`config.mk`:
```
export PLATFORM = sky130hd
export DESIGN_NAME = imem_loader_flat
export DESIGN_NICKNAME = d
export VERILOG_FILES = /design/src/rtl/imem_loader_if.sv /design/src/rtl/imem_loader.sv /design/src/flat_wrapper.sv
export SDC_FILE = /design/constraint.sdc
export NUM_CORES = 1
export LEC_CHECK = 0
export ABC_CLOCK_PERIOD_IN_PS = 3600
export CAP_MARGIN = 20
export CORE_MARGIN = 2
export CORE_UTILIZATION = 35
export DETAILED_ROUTE_END_ITERATION = 12
export SETUP_SLACK_MARGIN = 0.1
export SLEW_MARGIN = 0
export SYNTH_ARGS = -nofsm -noshare
export SYNTH_HDL_FRONTEND = slang
export SYNTH_SLANG_ARGS = --single-unit
export TNS_END_PERCENT = 30
```
`constraint.sdc`:
```
create_clock -name clk -period 3.6 [get_ports clk]
set_input_delay 0.54 -clock clk [delete_from_list [all_inputs] [get_ports clk]]
set_output_delay 0.54 -clock clk [all_outputs]
set_load 0.005 [all_outputs]
```
`src/rtl/imem_loader_if.sv`:
```
// Byte-stream input and instruction-memory write port of the boot loader.
// The host side drives the stream; the loader side drives the write port.
interface imem_loader_if #(
  parameter int N  = 32,
  parameter int AW = 5
);
  logic          byte_valid;
  logic [7:0]    byte_in;
  logic          byte_ready;
  logic          wr_en;
  logic [AW-1:0] wr_addr;
  logic [N-1:0]  wr_data;

  modport master (
    output byte_valid, byte_in,
    input  byte_ready, wr_en, wr_addr, wr_data
  );

  modport slave (
    input  byte_valid, byte_in,
    output byte_ready, wr_en, wr_addr, wr_data
  );
endinterface

```
`src/rtl/imem_loader.sv`:
```
// Boot-time instruction-memory loader: assembles big-endian words from a byte
// stream, writes them from address 0 upward, then verifies an XOR checksum.
module imem_loader #(
  parameter int N     = 32,
  parameter int DEPTH = 32,
  parameter int AW    = 5
) (
  input  logic          clk,
  input  logic          reset,
  input  logic          start,
  input  logic [AW:0]   load_len,
  imem_loader_if.slave  bus,
  output logic          cpu_hold,
  output logic          busy,
  output logic          done,
  output logic          err
);

  typedef enum logic [2:0] {
    IDLE,
    RECV,
    WRITE,
    CHECK,
    DONE,
    ERR
  } state_t;

  localparam logic [AW:0] DEPTH_L = (AW+1)'(DEPTH);

  state_t       state, state_n;
  logic [AW:0]  ptr;
  logic [AW:0]  len_q;
  logic [1:0]   bcnt;
  logic [N-1:0] csum;
  logic [N-1:0] shreg;
  logic         accept;
  logic         len_ok;

  assign accept = bus.byte_valid && (state == RECV);
  assign len_ok = (load_len <= DEPTH_L);

  always_ff @(posedge clk) begin
    if (reset) state <= IDLE;
    else       state <= state_n;
  end

  always_comb begin
    state_n = state;
    case (state)
      IDLE, DONE, ERR: begin
        if (start) state_n = len_ok ? RECV : ERR;
      end
      RECV: begin
        // The word completing past the program length is the checksum.
        if (accept && (bcnt == 2'd3)) state_n = (ptr < len_q) ? WRITE : CHECK;
      end
      WRITE:   state_n = RECV;
      CHECK:   state_n = (shreg == csum) ? DONE : ERR;
      default: state_n = IDLE;
    endcase
  end

  always_ff @(posedge clk) begin
    if (reset) begin
      ptr   <= '0;
      len_q <= '0;
      bcnt  <= '0;
      csum  <= '0;
      shreg <= '0;
    end else begin
      case (state)
        IDLE, DONE, ERR: begin
          if (start && len_ok) begin
            ptr   <= '0;
            len_q <= load_len;
            bcnt  <= '0;
            csum  <= '0;
          end
        end
        RECV: begin
          if (accept) begin
            shreg <= {shreg[N-9:0], bus.byte_in};
            bcnt  <= bcnt + 2'd1;
          end
        end
        WRITE: begin
          csum <= csum ^ shreg;
          ptr  <= ptr + 1'b1;
        end
        default: ;
      endcase
    end
  end

  // Every output is a decode of registered state; nothing depends on byte_valid.
  always_comb begin
    bus.byte_ready = (state == RECV);
    bus.wr_en      = (state == WRITE);
    bus.wr_addr    = ptr[AW-1:0];
    bus.wr_data    = shreg;
    cpu_hold       = (state != DONE);
    busy           = (state == RECV) || (state == WRITE) || (state == CHECK);
    done           = (state == DONE);
    err            = (state == ERR);
  end

endmodule

```
`src/flat_wrapper.sv`:
```
// flat-port wrapper written by rule: the top's interface ports become plain ports
module imem_loader_flat 
#(
  parameter int N     = 32,
  parameter int DEPTH = 32,
  parameter int AW    = 5
)
  (clk, reset, start, load_len, cpu_hold, busy, done, err, bus_byte_valid, bus_byte_in, bus_byte_ready, bus_wr_en, bus_wr_addr, bus_wr_data);
  imem_loader_if #(.N(N), .AW(AW)) bus_i ();
  input  logic clk;
  input  logic reset;
  input  logic start;
  input  logic [AW:0] load_len;
  output logic cpu_hold;
  output logic busy;
  output logic done;
  output logic err;
  input wire logic [$bits(bus_i.byte_valid)-1:0] bus_byte_valid;
  input wire logic [$bits(bus_i.byte_in)-1:0] bus_byte_in;
  output wire logic [$bits(bus_i.byte_ready)-1:0] bus_byte_ready;
  output wire logic [$bits(bus_i.wr_en)-1:0] bus_wr_en;
  output wire logic [$bits(bus_i.wr_addr)-1:0] bus_wr_addr;
  output wire logic [$bits(bus_i.wr_data)-1:0] bus_wr_data;
  assign bus_i.byte_valid = bus_byte_valid;
  assign bus_i.byte_in = bus_byte_in;
  assign bus_byte_ready = bus_i.byte_ready;
  assign bus_wr_en = bus_i.wr_en;
  assign bus_wr_addr = bus_i.wr_addr;
  assign bus_wr_data = bus_i.wr_data;
  imem_loader #(.N(N), .DEPTH(DEPTH), .AW(AW)) u_core (.clk(clk), .reset(reset), .start(start), .load_len(load_len), .bus(bus_i), .cpu_hold(cpu_hold), .busy(busy), .done(done), .err(err));
endmodule
```
[After elaboration in Yosys (flattened, before gate mapping)]
Cells that the tools add are included.
Operators by class
  add/subtract/negate cells: 2
  order comparisons: 2
  equal/unequal tests: 12
  mux-type cells: 13
  bitwise gates (word level): 1
  reduce and logical (&&, ||, !) cells: 14
Operators with widths (number)
  $pmux 32 s2: 1
  $eq 32x32->1: 1
  $mux 32: 1
  $xor 32x32->32: 1
  $pmux 3 s4: 1
  $pmux 6 s2: 1
  $mux 3: 3
  $reduce_and 2->1: 4
  $add 6x1->6 const B: 1
  $eq 3x2->1 const B: 2
  $eq 3x3->1 const B: 2
  $le 6x6->1 const B: 1
  $lt 6x6->1: 1
  $mux 6: 1
  $ne 2x1->1 const B: 3
  $mux 2: 2
  $pmux 2 s2: 1
  $reduce_bool 2->1: 2
  $eq 3x1->1 const B: 1
  $logic_and 1x1->1: 3
  $logic_not 3->1: 1
  $ne 3x3->1 const B: 1
  $reduce_and 3->1: 1
  $reduce_or 3->1: 1
  other kinds (5): 7
Storage, ports and cells
  register bits: 81
  bits of input ports: 18
  output and inout bits: 43
  word-level logic and storage cells: 50

[Depth between registers and ports, before layout]
Gate-level depths: netlist of the first run.
  depth in word-level cells: 5
  depth in mapped cells: 7
  depth with buffers taken out: 7

[Worst setup path after synthesis of the first run]
Ideal clock, no wire load.
  path type: input -> register
  start: input load_len[0]
  end: register u_core.csum[26]
  setup time: 0.133 ns
  arrival: 1.682 ns
  required time: 3.467 ns
  path slack: 1.785 ns
  cell stages on the path: 6
  buffers on the path: 1
  cells stage by stage: or4_4 o21ai_2 nand2b_1 buf_2 a21oi_1 nor3_1
Between the ends
  longest elaborated chain between the ends: 4
Ends and longest elaborated chain
  start, declared: RTL line flat_wrapper.sv:13  | input logic [AW:0] load_len;
  $le 6x6->1: RTL line imem_loader.sv:40  | assign len_ok = (load_len <= DEPTH_L);
  $logic_and 1x1->1: RTL line imem_loader.sv:73  | if (start && len_ok) begin
  $ne 2x1->1 (no source line)
  $reduce_and 2->1 (no source line)
  end signal, assigned: RTL line imem_loader.sv:87  | csum <= csum ^ shreg;
  end, declared: RTL line imem_loader.sv:34  | logic [N-1:0] csum;
No other way between the ends.
A chain may end at the register's enable or synchronous reset.

[Final worst setup path of the first run]
  start: register u_core.state[2]
  end: output err
Between the ends
  longest elaborated chain between the ends: 1
Ends and longest elaborated chain
  start, declared: RTL line imem_loader.sv:30  | state_t state, state_n;
  start signal, assigned: RTL line imem_loader.sv:44  | else state <= state_n;
  $eq 3x3->1: RTL line imem_loader.sv:104  | err = (state == ERR);
  end, declared: RTL line flat_wrapper.sv:17  | output logic err;
No other way between the ends.

==> results of run 1 <==
## state kept, by name (all words and copies together) (netlist names)
name and count:
u_core.state 3, u_core.bcnt 2, u_core.len_q 6, u_core.csum 32, u_core.bus.wr_data 32, u_core.ptr 6
## path summary, 6_finish.rpt
check	startpoint	endpoint	slack (ps)	cells after the start
setup / recovery	u_core.state[2]	err	1330	3
hold / removal	u_core.len_q[5]	u_core.len_q[5]	490	2
setup reg to reg	u_core.state[2]	u_core.ptr[0]	1620	6
hold reg to reg	u_core.len_q[5]	u_core.len_q[5]	490	2
## area by class of cell
cell class                      instances  area [µm²]  share of cell area
Multi-Input combinational cell        354        1963              0.4236
Sequential cell                        81        1622              0.3499
Timing Repair Buffer                   67       648.1              0.1398
Tap cell                              136       170.2             0.03672
Clock buffer                           10       137.6             0.02970
Clock inverter                          5       56.30             0.01215
Inverter                               10       37.54            0.008099
## power by group
group / switching, mW / internal, mW
logic: 0.0961 / 0.0707
clock network: 0.329 / 0.334
registers: 0.0173 / 0.909
total: 0.442 / 1.31
## kinds of logic (layout without fill, tap and decap cells)
| group | Yosys count | after routing | share of synthesized area |
|---|---|---|---|
| adders and majority gates | 7 | 7 | 0.02310 |
| muxes | 5 | 5 | 0.01353 |
| buffers and inverters | 47 | 92 | 0.05644 |
| AOI/OAI and AO/OA | 156 | 156 | 0.2208 |
| xor gates and xnor gates | 32 | 32 | 0.07393 |
| and+or+nand+nor | 154 | 154 | 0.1845 |
| DFF | 81 | 81 | 0.4277 |
## worst reg2reg max path, stage by stage (launching register included)
cell,delay (ps)
dfxtp_1,460
inv_1,120
nand3_2,80
buf_4,540
o21ai_1,300
mux2_2,330
nor2_1,70
## synth_stat cells (3+ instances only)
library cell and n:
inv_1 10, nor4_1 8, nand4_1 3, xor2_1 32
nor2_1 20, ha_1 7, a311oi_1 3, a21oi_1 102
clkbuf_1 21, buf_2 9, nand3_1 4, buf_4 5
mux2i_1 4, nand2b_1 6, o211ai_1 3, nor3_1 35
nand2_1 71, dfxtp_1 81, o21ai_0 35
## per-stage QoR
stage               power, mW  hold WS (ps)  worst slack (ps)  area [µm²]
global route            1.831         521.4              1234        4634
detailed placement      1.115         475.0              1080        4441
global placement        1.113         467.5              1123        4441
finish                  1.756         485.8              1329        4634
floorplan               1.041         451.7              1785        3791
CTS                     1.778         488.3              1345        4634
## metal layers
metal | vias to the layer above | global-route usage | wire length (µm)
met1 | 1641 | 0.2321 | 4741
met2 | 70 | 0.2835 | 4669
met3 | 2 | 0.03436 | 352
li1 | 1762 | - | -
met5 | - | 0 | 0
met4 | 0 | 0.04853 | 37
==> results.json, run 1 <==
{
  "row_count": 37,
  "cts_num_sinks": 81,
  "async_flop_share": 0,
  "place_congestion": 0.8064,
  "ant_nets": 0,
  "cts_tree": "yes",
  "crit_path_end_kind": "output pin",
  "core-area_um2": 10420,
  "drt_iter0_markers": 183,
  "cp-start-kind": "register",
  "cts_root_buf": "clkbuf_8",
  "grt_use_total": 0.1731,
  "cts_max_level": 3,
  "hold_viol_final": 0,
  "crit_buf_inv": 2,
  "avgSynthCellArea_um2": 7.865,
  "critPathKind": "register to output pin",
  "drv_slew": 0,
  "wire_per_inst_um": 14.78,
  "path_cells": "inv_1 -> nor3_1 -> clkdlybuf4s50_1",
  "final_cells": 663,
  "cp_max_fo": 8,
  "grt_max_degree": 72,
  "drc": 0,
  "nFillCells": 1048,
  "ctsHoldBuffers": 0,
  "status": "finished clean",
  "synth_edf_count": 0,
  "fin_tns_setup_ps": 0,
  "antenna_found_initial": 0,
  "postCtsSetupBuffers": 0,
  "postSynthCellCount": 482,
  "layout.cells.most_common": "a21oi_1",
  "gr-total-overflow": 0,
  "area_delta_synth_final_pct": 22.24,
  "cp_slowest_cell": "clkdlybuf4s50_1",
  "period_needed_ps": 2271,
  "period_share": 0.6309,
  "via_per_inst": 5.241,
  "critPathRequiredTime_ps": 3060,
  "path_delay_family": "buffers and inverters",
  "p_per_area_nw_per_um2": 378.8,
  "setup_viol": 0,
  "ys_seq_elements": 81,
  "final_cell_mix": "a21oi_1, dfxtp_1, nand2_1, clkdlybuf4s50_1",
  "n_antenna_cell": 0,
  "dieArea_um2": 11680,
  "drv_cap": 0,
  "worst_path_largest_cell_delay_ps": 550,
  "grt_pass1_wl_um": 16000,
  "drive_above_1_share": 0.05503,
  "yosys.area.top_type": "dfxtp_1",
  "pin_count": 61,
  "cts_resized": 0,
  "rsz0062_at_grt": "no",
  "grt_pass1_vias": 3256,
  "ir_drop_v": 0.0002143,
  "firstDrtPassIters": 5,
  "hold_path_class": "register to register",
  "drt-total-wl_um": 9801,
  "die_width_um": 108.1,
  "dp_cells": 648,
  "via_count": 3475,
  "fmax_ghz": 0.4403,
  "dp_hpwl_um": 6425,
  "netlist_area_um2": 3791,
  "yosys_warnings": 0,
  "yosys.area.top_type_share": 0.4277,
  "leakage_nw": 1.743,
  "die_h_um": 108.1,
  "final_nets": 548,
  "synth_nets": 507,
  "skew_ps": 9.311,
  "synth_seq_area_share": 0.4277,
  "path_clk_slew_ps": 80,
  "io_buffers": 60,
  "worst_pin_slew_ps": 770.6,
  "synth_flop_cell": "dfxtp_1",
  "clk_path_buf_depth": 2,
  "synth_cell_types": 40,
  "cts_made_buffers": 9,
  "utilization": 0.4449,
  "initial_utilization": 0.3640,
  "slew_headroom": 0.4863,
  "ys_top_cells_by_area": "dfxtp_1, a21oi_1, xor2_1",
  "worstPathArrival_ps": 1730,
  "clk_latency_ps": 350
}
(Power assumes the default switching activity.)
==> run 2, diff against run 1 <==
--- a/config.mk
+++ b/config.mk
@@ -5,7 +5,7 @@
 export SDC_FILE = /design/constraint.sdc
 export NUM_CORES = 1
 export LEC_CHECK = 0
-export ABC_CLOCK_PERIOD_IN_PS = 3600
+export ABC_CLOCK_PERIOD_IN_PS = 2250
 export CAP_MARGIN = 20
 export CORE_MARGIN = 2
 export CORE_UTILIZATION = 35
==> constraint.sdc (replaced) <==
create_clock -name clk -period 2.25 [get_ports clk]
set_input_delay 0.3375 -clock clk [delete_from_list [all_inputs] [get_ports clk]]
set_output_delay 0.3375 -clock clk [all_outputs]
set_load 0.005 [all_outputs]
==> run 2 against run 1 <==
Sequential share of layout area is 0.51 points lower; final cell count is 0.60% higher; final area is 1.6% higher; die area stayed put; wire length is 0.65% lower; count of clock-buffer cells in the layout stayed put; largest power group unchanged.
==> results.json, run 2 (same netlist as run 1, synthesis figures left out) <==
{
  "post-place-ws_ps": 76.74,
  "die_h_um": 108.1,
  "hold_depth": 2,
  "nFillCells": 1049,
  "leakage_nw": 1.777,
  "die_width_um": 108.1,
  "core-area_um2": 10420,
  "path_delay_family": "buffers and inverters",
  "drive_above_1_share": 0.06215,
  "period_share": 0.8968,
  "r2r_cells": 6,
  "firstDrtPassIters": 4,
  "switching_power_mw": 0.7092,
  "switching_share": 0.2440,
  "multiInputGateArea_um2": 1971,
  "grt_pass1_vias": 3266,
  "clkPwrFrac": 0.394,
  "period_needed_ps": 2018,
  "final_nets": 551,
  "pin_count": 61,
  "path_clk_slew_ps": 80,
  "antenna_found_initial": 0,
  "io_buffers": 60,
  "cp_max_fo": 8,
  "grt_pass1_wl_um": 16260,
  "fin_ws_ps": 232.3,
  "final_cells": 667,
  "via_count": 3489,
  "drv_slew": 0,
  "crit_buf_inv": 2,
  "critPathRequiredTime_ps": 1910,
  "comb_power_share": 0.096,
  "rsz0062_at_grt": "no",
  "slew_headroom": 0.5960,
  "seqCellArea_um2": 1623,
  "cts_tree": "yes",
  "cts_num_sinks": 81,
  "gr-total-overflow": 0,
  "layout.cells.most_common": "a21oi_1",
  "via_per_inst": 5.231,
  "area_delta_synth_final_pct": 24.16,
  "wire_per_inst_um": 14.60,
  "drt-total-wl_um": 9737,
  "power_mw": 2.906,
  "grt_use_total": 0.1744,
  "skew_ps": 11.37,
  "hold_path_class": "input pin to register",
  "row_count": 37,
  "n_antenna_cell": 0,
  "status": "finished clean",
  "clk_latency_ps": 350,
  "cp-start-kind": "register",
  "clk_path_buf_depth": 2,
  "setup_viol": 0,
  "crit_path_end_kind": "output pin",
  "place_congestion": 0.7975,
  "min_to": "u_core.state[2]",
  "dp_hpwl_um": 6389,
  "postCtsSetupBuffers": 0,
  "path_depth": 3,
  "utilization": 0.4519,
  "ctsHoldBuffers": 0,
  "grt_max_degree": 65,
  "cp_slowest_cell": "clkdlybuf4s50_1",
  "worstHoldStart": "reset",
  "path_cells": "inv_1 -> nor3_1 -> clkdlybuf4s50_1",
  "cts_root_buf": "clkbuf_8",
  "initial_utilization": 0.3640,
  "cts_max_level": 3,
  "worst_path_largest_cell_delay_ps": 520,
  "reg2reg_slack_ps": 510,
  "hold_viol_final": 0,
  "fmax_ghz": 0.4956,
  "r2r-end": "u_core.csum[28]",
  "final_cell_mix": "a21oi_1, dfxtp_1, nand2_1, clkdlybuf4s50_1",
  "design_area_um2": 4707,
  "p_per_area_nw_per_um2": 617.4,
  "p_int_mw": 2.197,
  "drv_cap": 0,
  "hold_slack_ps": 477.1,
  "placed_area_um2": 4488,
  "reg2reg_from": "u_core.state[2]",
  "ant_nets": 0,
  "cts_made_buffers": 9,
  "worstPathArrival_ps": 1680,
  "dieArea_um2": 11680,
  "worst_pin_slew_ps": 606.1,
  "critPathKind": "register to output pin",
  "dp_cells": 651,
  "drc": 0,
  "drt_iter0_markers": 233,
  "seqPwrFrac": 0.510,
  "ir_drop_v": 0.0003011,
  "fin_tns_setup_ps": 0
}
-- run 2: cell type report --
cell class | instances | area share
Sequential cell | 81 | 0.3448
Clock inverter | 6 | 0.01754
Timing Repair Buffer | 70 | 0.1478
Inverter | 10 | 0.007974
Multi-Input combinational cell | 354 | 0.4187
Clock buffer | 10 | 0.02711
Tap cell | 136 | 0.03615
-- run 2: timing repair --
item | CTS | global route
endpoints found under the setup margin | 1 | 1
endpoints found under the hold margin | 0 | 0
pin swaps | 0 | 0
gates resized for setup | 1 | 1
-- run 2: how the worst max path moves through the flow --
| stage | from | to | slack (ps) |
|---|---|---|---|
| 2_1_floorplan | load_len[0] | u_core.csum[26] | 640 |
| 3_3_place_gp | load_len[0] | u_core.len_q[4] | 110 |
| 3_5_place_dp | load_len[0] | u_core.len_q[4] | 80 |
| 4_1_cts | u_core.state[0] | bus_wr_en | 220 |
| 5_1_grt | u_core.state[2] | err | 120 |
| 6_report | u_core.state[2] | err | 230 |
-- run 2: power by group through the flow --
stage               registers [mW]  logic (mW)  clock network [mW]
floorplan                     1.51       0.158                   0
global placement              1.51       0.278                   0
detailed placement            1.51       0.280                   0
CTS                           1.48       0.281                1.17
global route                  1.49       0.309                1.23
finish                        1.48       0.280                1.14
-- run 2: worst register-to-register path, delay by kind of cell (launching register included) --
family          cells  cell delay, ps
buf+inv             2             630
flops               1             460
compound gates      2             330
simple gates        2             190
-- run 2: metal layers --
metal  global-route usage  routed length [µm]
met5                    0                   0
met2               0.2740                4572
met4              0.04212                  93
met1               0.2462                4497
met3              0.03436                 574
==> run 3, diff against run 2 <==
--- a/config.mk
+++ b/config.mk
@@ -10,6 +10,7 @@
 export CORE_MARGIN = 2
 export CORE_UTILIZATION = 35
 export DETAILED_ROUTE_END_ITERATION = 12
+export RECOVER_POWER = 25
 export SETUP_SLACK_MARGIN = 0.1
 export SLEW_MARGIN = 0
 export SYNTH_ARGS = -nofsm -noshare
==> run 3 against run 2 <==
Utilization is essentially flat; register-to-register slack lost 100 ps; clock skew is essentially flat; final area is essentially flat; flip-flop and latch count is the same; via count is essentially flat; count of clock-buffer cells in the layout is the same; critical path depth is the same; highest routed layer unchanged.
==> results.json, run 3 (same netlist as run 1, synthesis figures left out) <==
{
  "gr-total-overflow": 0,
  "clkPwrFrac": 0.394,
  "period_share": 0.8969,
  "die_h_um": 108.1,
  "dp_cells": 651,
  "cts_made_buffers": 9,
  "drv_cap": 0,
  "core-area_um2": 10420,
  "p_int_mw": 2.196,
  "seqPwrFrac": 0.510,
  "postCtsSetupBuffers": 0,
  "wire_per_inst_um": 14.61,
  "final_cells": 667,
  "ir_drop_v": 0.0003011,
  "layout.cells.most_common": "a21oi_1",
  "antenna_found_initial": 0,
  "grt_pass1_vias": 3266,
  "clk_path_buf_depth": 2,
  "leakage_nw": 1.798,
  "area_delta_synth_final_pct": 24.09,
  "io_buffers": 60,
  "cp_max_fo": 8,
  "cts_tree": "yes",
  "critPathRequiredTime_ps": 1910,
  "crit_path_end_kind": "output pin",
  "drt-total-wl_um": 9743,
  "setup_viol": 0,
  "slew_headroom": 0.5092,
  "status": "finished clean",
  "drive_above_1_share": 0.06215,
  "final_cell_mix": "a21oi_1, dfxtp_1, nand2_1, clkdlybuf4s50_1",
  "cts_root_buf": "clkbuf_8",
  "period_needed_ps": 2018,
  "switching_share": 0.2442,
  "drv_slew": 0,
  "pin_count": 61,
  "worstPathArrival_ps": 1680,
  "fmax_ghz": 0.4955,
  "ant_nets": 0,
  "n_antenna_cell": 0,
  "ctsHoldBuffers": 0,
  "drc": 0,
  "dp_hpwl_um": 6389,
  "grt_use_total": 0.1744,
  "grt_max_degree": 65,
  "via_per_inst": 5.235,
  "fin_tns_setup_ps": 0,
  "firstDrtPassIters": 4,
  "die_width_um": 108.1,
  "hold_path_class": "input pin to register",
  "worst_pin_slew_ps": 736.2,
  "dieArea_um2": 11680,
  "final_nets": 551,
  "row_count": 37,
  "place_congestion": 0.7975,
  "cp-start-kind": "register",
  "grt_pass1_wl_um": 16260,
  "hold_viol_final": 0,
  "p_per_area_nw_per_um2": 617.6,
  "rsz0062_at_grt": "no",
  "nFillCells": 1050,
  "via_count": 3492,
  "switching_power_mw": 0.7096,
  "skew_ps": 11.37,
  "power_mw": 2.906,
  "comb_power_share": 0.096,
  "path_clk_slew_ps": 80,
  "cts_num_sinks": 81,
  "critPathKind": "register to output pin",
  "clk_latency_ps": 350,
  "drt_iter0_markers": 235,
  "hold_slack_ps": 477.9,
  "cts_max_level": 3,
  "initial_utilization": 0.3640
}
==> run 3: power by group through the flow <==
stage / clock network (mW) / registers (mW) / logic, mW
4_1_cts: 1.17 / 1.48 / 0.281
3_3_place_gp: 0 / 1.51 / 0.278
6_report: 1.15 / 1.48 / 0.279
5_1_grt: 1.23 / 1.49 / 0.308
3_5_place_dp: 0 / 1.51 / 0.280
2_1_floorplan: 0 / 1.51 / 0.158
==> run 3: routing by layer <==
metal,GRT usage,routed length (µm),vias to the layer above
met3,0.03436,597,8
met4,0.04212,93,0
met2,0.2740,4568,92
met1,0.2462,4484,1628
met5,0,0,-
li1,-,-,1764
==> run 3: worst paths after layout <==
check                       start                endpoint  slack (ps)  cells past startpoint
setup / recovery  u_core.state[2]                     err         230                      3
hold / removal              reset         u_core.state[2]         480                      2
setup reg to reg  u_core.state[2]  u_core.bus.wr_data[29]         410                      6
hold reg to reg    u_core.bcnt[1]          u_core.bcnt[1]         490                      2
==> run 3: what timing repair did <==
item,in CTS,in global routing
cloned,0,0
setup endpoints to repair,1,1
resized for setup,1,1
==> run 3: layout make-up <==
type | instances | area (µm²) | share of cell area
timing repair buffer | 70 | 693.2 | 0.1473
clock inverter | 6 | 82.58 | 0.01755
multi-input combinational | 354 | 1971 | 0.4189
tap | 136 | 170.2 | 0.03617
clock buffer | 10 | 127.6 | 0.02713
sequential | 81 | 1623 | 0.3449
inverter | 10 | 37.54 | 0.007979
==> run 3: critical path, cell delays in order, from the launching register on <==
cell             delay, ps
dfxtp_1                460
inv_1                  140
nor3_1                 200
clkdlybuf4s50_1        520
==> run 3: metrics by stage <==
step / utilization / cell area [µm²] / setup slack [ps]
detailed placement: 0.4309 / 4488 / 76.74
global placement: 0.4309 / 4488 / 106.8
CTS: 0.4512 / 4700 / 222.2
global route: 0.4517 / 4705 / 124.7
finish: 0.4517 / 4705 / 231.9
floorplan: - / 3791 / 637.5
